<file path="src/rtl/sm_skid_pkg.sv">
// sm_skid_pkg: state type and occupancy encodings shared by the skid register slice.
package sm_skid_pkg;

    typedef enum logic [1:0] {
        EMPTY = 2'd0,
        ONE   = 2'd1,
        TWO   = 2'd2
    } sm_skid_state_t;

    localparam logic [1:0] CNT_EMPTY = 2'd0;
    localparam logic [1:0] CNT_ONE   = 2'd1;
    localparam logic [1:0] CNT_TWO   = 2'd2;

endpackage

</file>
<file path="src/rtl/sm_en_areset_reg.sv">
// sm_en_areset_reg: enable register with asynchronous active-high reset to p_reset_value.
//   clk, reset : clock and async reset
//   en         : load d into q on the posedge when high
//   d, q       : p_nbits data in / registered data out
module sm_en_areset_reg
    import sm_skid_pkg::*;
#(
    parameter int                 p_nbits       = 32,
    parameter logic [p_nbits-1:0] p_reset_value = '0
) (
    input  logic               clk,
    input  logic               reset,
    input  logic               en,
    input  logic [p_nbits-1:0] d,
    output logic [p_nbits-1:0] q
);

    always_ff @(posedge clk or posedge reset) begin
        if (reset)
            q <= p_reset_value;
        else if (en)
            q <= d;
    end

endmodule

</file>
<file path="src/rtl/sm_skid_reg.sv">
// sm_skid_reg: two-entry elastic pipeline register; in_rdy comes only from state flops.
//   clk, reset        : clock and async active-high reset
//   in_val/in_rdy/in_msg    : upstream handshake and message
//   out_val/out_rdy/out_msg : downstream handshake and head message
//   count             : occupancy 0..2
module sm_skid_reg
    import sm_skid_pkg::*;
#(
    parameter int                 p_nbits       = 32,
    parameter logic [p_nbits-1:0] p_reset_value = '0
) (
    input  logic               clk,
    input  logic               reset,
    input  logic               in_val,
    output logic               in_rdy,
    input  logic [p_nbits-1:0] in_msg,
    output logic               out_val,
    input  logic               out_rdy,
    output logic [p_nbits-1:0] out_msg,
    output logic [1:0]         count
);

    logic [1:0]         r_state;
    logic [p_nbits-1:0] r_main;
    logic [p_nbits-1:0] r_skid;
    sm_skid_state_t     w_state;
    sm_skid_state_t     w_state_d;
    logic               w_main_en;
    logic               w_skid_en;
    logic [p_nbits-1:0] w_main_d;

    assign w_state = sm_skid_state_t'(r_state);

    // The skid slot is only written when a second message arrives while the head stalls.
    always_comb begin
        w_state_d = w_state;
        w_main_en = 1'b0;
        w_skid_en = 1'b0;
        w_main_d  = in_msg;
        case (w_state)
            EMPTY: begin
                if (in_val) begin
                    w_state_d = ONE;
                    w_main_en = 1'b1;
                end
            end
            ONE: begin
                if (in_val && !out_rdy) begin
                    w_state_d = TWO;
                    w_skid_en = 1'b1;
                end else if (in_val)
                    w_main_en = 1'b1;
                else if (out_rdy)
                    w_state_d = EMPTY;
            end
            TWO: begin
                if (out_rdy) begin
                    w_state_d = ONE;
                    w_main_en = 1'b1;
                    w_main_d  = r_skid;
                end
            end
            default: w_state_d = EMPTY;
        endcase
    end

    sm_en_areset_reg #(.p_nbits(p_nbits), .p_reset_value(p_reset_value)) u_main (
        .clk(clk), .reset(reset), .en(w_main_en), .d(w_main_d), .q(r_main)
    );

    sm_en_areset_reg #(.p_nbits(p_nbits), .p_reset_value(p_reset_value)) u_skid (
        .clk(clk), .reset(reset), .en(w_skid_en), .d(in_msg), .q(r_skid)
    );

    sm_en_areset_reg #(.p_nbits(2), .p_reset_value(2'(EMPTY))) u_state (
        .clk(clk), .reset(reset), .en(1'b1), .d(w_state_d), .q(r_state)
    );

    assign out_msg = r_main;
    assign out_val = (w_state != EMPTY);
    assign in_rdy  = (w_state != TWO);
    assign count   = (w_state == TWO) ? CNT_TWO : (w_state == ONE) ? CNT_ONE : CNT_EMPTY;

`ifndef SYNTHESIS
    logic               r_hold;
    logic [p_nbits-1:0] r_held_msg;

    // A stalled head must stay put until it is taken downstream.
    always_ff @(posedge clk or posedge reset) begin
        if (reset) begin
            r_hold     <= 1'b0;
            r_held_msg <= p_reset_value;
        end else begin
            assert (!$isunknown(in_val)) else $error("in_val is X");
            assert (!$isunknown(out_rdy)) else $error("out_rdy is X");
            if (r_hold)
                assert (out_msg == r_held_msg) else $error("out_msg changed while stalled");
            r_hold     <= out_val && !out_rdy;
            r_held_msg <= out_msg;
        end
    end
`endif

endmodule

</file>
<file path="config.mk">
export PLATFORM = sky130hd
export DESIGN_NAME = sm_skid_reg
export DESIGN_NICKNAME = d
export VERILOG_FILES = /design/src/rtl/sm_skid_pkg.sv /design/src/rtl/sm_en_areset_reg.sv /design/src/rtl/sm_skid_reg.sv
export SDC_FILE = /design/constraint.sdc
export NUM_CORES = 1
export LEC_CHECK = 0
export CORE_MARGIN = 2
export CORE_UTILIZATION = 40
export CTS_BUF_LIST = sky130_fd_sc_hd__clkbuf_16
export CTS_CLUSTER_DIAMETER = 200
export DETAILED_ROUTE_END_ITERATION = 8
export GPL_TIMING_DRIVEN = 0
export PLACE_DENSITY = 0.7
export SYNTH_ARGS = -nofsm -noshare
export SYNTH_HDL_FRONTEND = slang
export SYNTH_SLANG_ARGS = --single-unit
</file>
<file path="constraint.sdc">
create_clock -name clk -period 2.9 [get_ports clk]
set_clock_uncertainty 0.15 [all_clocks]
set_input_delay 0.58 -clock clk [delete_from_list [all_inputs] [get_ports clk]]
set_output_delay 0.58 -clock clk [all_outputs]
set_load 0.005 [all_outputs]
</file>
==> results of run 1 <==
## cell families (layout without fill, tap and decap cells)
| logic type | after synthesis | count (layout) |
|---|---|---|
| AO/OA/AOI/OAI | 12 | 12 |
| buffers and inverters | 18 | 104 |
| AND/OR/NAND/NOR | 16 | 16 |
| flip-flops | 66 | 66 |
| multiplexers | 86 | 86 |
## layer usage
layer	share of wire [%]	routed length (µm)	track usage, %
met1	46	2720	20.4
met2	47	2750	23.7
met3	5.6	326	6.16
met4	0.94	55	4.48
met5	0	0	0
## worst max-delay path, delay by kind of cell (launching register included)
family	cells	cell delay [ns]
flops	1	0.37
simple gates	1	0.28
buf+inv	2	0.58
## final cells by class
cell class / instances / area share (%)
buffer: 12 / 3.31
clock buffer: 9 / 5.41
clock inverter: 7 / 0.722
inverter: 6 / 0.602
multi-input combinational: 114 / 30.4
sequential: 66 / 39.7
tap: 99 / 2.98
timing repair buffer: 70 / 16.8
## registers in the layout, indices dropped and copies added, names as in the netlist
| name | count |
|---|---|
| u_main.q | 32 |
| u_skid.q | 32 |
| u_state.q | 2 |
## how the worst min path moves through the flow
stage / depth (start not counted) / end / start / slack (ns)
floorplan: 1 / u_skid.q[19] / u_skid.q[19] / 0.33
global placement: 1 / u_skid.q[15] / u_skid.q[15] / 0.33
detailed placement: 1 / u_skid.q[9] / u_skid.q[9] / 0.34
CTS: 1 / u_skid.q[5] / u_skid.q[5] / 0.36
global route: 1 / u_skid.q[12] / u_skid.q[12] / 0.37
finish: 1 / u_skid.q[11] / u_skid.q[11] / 0.35
## cell usage after synthesis (all sizes together)
cell     count
a221o        4
a2bb2oi      1
and2b        2
and4bb       1
buf         12
dfrtp       66
inv          6
mux2        84
mux2i        2
nand2        4
nand3b       1
nor2         4
nor2b        3
o21ai        4
o21bai       1
o22ai        1
o2bb2ai      1
or2          1
## power by group
| part | total [mW] | switching, mW | internal (mW) |
|---|---|---|---|
| combinational | 0.992 | 0.305 | 0.687 |
| clock | 0.923 | 0.363 | 0.560 |
| sequential | 1.40 | 0.156 | 1.25 |
| total | 3.32 | 0.824 | 2.50 |
## stage by stage
step           area, µm²  total power [mW]  hold slack, ns  setup WS (ns)
2_1_floorplan       3080              1.96           0.327          0.515
3_3_place_gp        3900              2.39           0.334         -0.705
3_5_place_dp        3910              2.42           0.342          0.400
4_1_cts             4160              3.37           0.355          0.602
5_1_grt             4160              3.53           0.365          0.559
6_report            4160              3.32           0.352          0.622
==> impl_metrics.ini, run 1 <==
[run_status]
status = completed

[worst_setup_path]
r2r_slack_ns = 1.00
slowest_stage = clkdlybuf4s50_1
cp-endpoint = out_val
r2r_start = u_state.q[1]
crit_start = u_state.q[0]
crit_fanout = 9
rr_endpoint = u_main.q[17]
worst_ep_required_time_ns = 2.17
critPathKind = register to primary output
crit_chain = buf_6 > or2_2 > clkdlybuf4s50_1
critPathArrivalTime_ns = 1.55
crit_path_end_kind = primary output
reg2regPathDepth = 5
start_kind = register
max_stage_delay_ns = 0.44

[grt]
grt_first_pass_wirelength_um = 10100
overflow = 0
grt_pass1_vias = 1991
antenna_found_initial = 0
track_usage_pct = 15.5
grt_max_degree = 67

[synthesis]
synth_largest_area_cell = dfrtp_1
seq_area_frac_synth_pct = 53.7
synth-xor-area-share_pct = 0
synth_seq_cells = 66
synth_top_area_share_pct = 53.7
synthAdderAreaFrac_pct = 0
synth_simple_gate_area_share_pct = 3.33
ys_types = 22
synth_compound_area_share_pct = 3.58
syn-num-nets = 234
yosysWarningCount = 0
syn_area_mm2 = 0.00308
synthMuxAreaShare_pct = 34.2
synth.area.top_cells = dfrtp_1 (54%), mux2_2 (23%), mux2_4 (9.8%), buf_6 (2.2%), a221o_1 (1.3%)
syn_inst = 198
synth_top_family_by_area = multiplexers
syn_avg_cell_area_um2 = 15.5

[drt]
num_vias = 1824
finalWirelength_um = 5850
drt_iter0_markers = 38
drc = 0
vias_per_cell = 4.76
firstDrtPassIters = 4
avgRoutedWirePerCell_um = 15.3
final_antenna_net_count = 0

[place]
numPlacedInstances = 367
portBuffers = 70
dp_hpwl_um = 3900
gp_congestion = 0.694

[final_layout]
regArea_mm2 = 0.00165
diodes = 0
final_nets = 315
instances_no_fill = 383
area_growth_pct = 35.2
final_common_cell = clkdlybuf4s50_1
postLayoutCoreUtil_pct = 56.5
final_cell_mix = clkdlybuf4s50_1 (70), dfrtp_1 (66), mux2_2 (64)
multi_input_area_mm2 = 0.00127
drive_above_1_share_pct = 40.1
nFillCells = 641

[clock_tree]
cts_tree = built
clock_path_buffers = 2
cts_setup_buffers = 0
insertion_delay_ns = 0.32
postCtsResizedCells = 0
cts_hold_buf = 0
cts-root-buf = clkbuf_16
cts_buffers = 9
cts.clk_slew.worst_paths_ns = 0.05
clock_sinks = 66
htree_levels = 3

[sta]
fmax_mhz = 439
slew_headroom_pct = 46.3
period_minus_slack_ns = 2.28
final-setup-viol-count = 0
worstMarginPinSlew_ns = 0.806
rsz0062_at_grt = false
drv_slew = 0
finalSetupTns_ns = 0
hold_viol = 0
period_share_pct = 78.6

[floorplan]
rows = 31
io_pins = 72
die-area_mm2 = 0.00841
fp.dieH_um = 91.7
start_util_pct = 41.8
core_area_mm2 = 0.00737
die-width_um = 91.7

[min_path]
hold_class = register to register

[run]
drv_cap = 0

[power_and_ir_drop]
power.leakage_nw = 1.80
peakVddDrop_v = 0.000470
power_density_mw_per_mm2 = 798
(Power assumes the default switching activity.)
==> run 2: changes to the inputs <==
==> constraint.sdc (replaced) <==
create_clock -name clk -period 2.4 [get_ports clk]
set_clock_uncertainty 0.15 [all_clocks]
set_input_delay 0.48 -clock clk [delete_from_list [all_inputs] [get_ports clk]]
set_output_delay 0.48 -clock clk [all_outputs]
set_load 0.005 [all_outputs]
==> results of run 2 <==
The final DEF is identical to that of run 1. Status: completed.
Among the figures that moved: setup slack after placement 0.400 ns -> 0.000120 ns; setup slack after layout 0.622 ns -> 0.222 ns; hold slack 0.352 ns -> 0.302 ns; register-to-register setup slack 1.00 ns -> 0.50 ns; end point of the worst hold path u_skid.q[11] -> u_state.q[1]; total power 3.32 mW -> 4.01 mW; worst IR drop on VDD 0.000470 V -> 0.000568 V
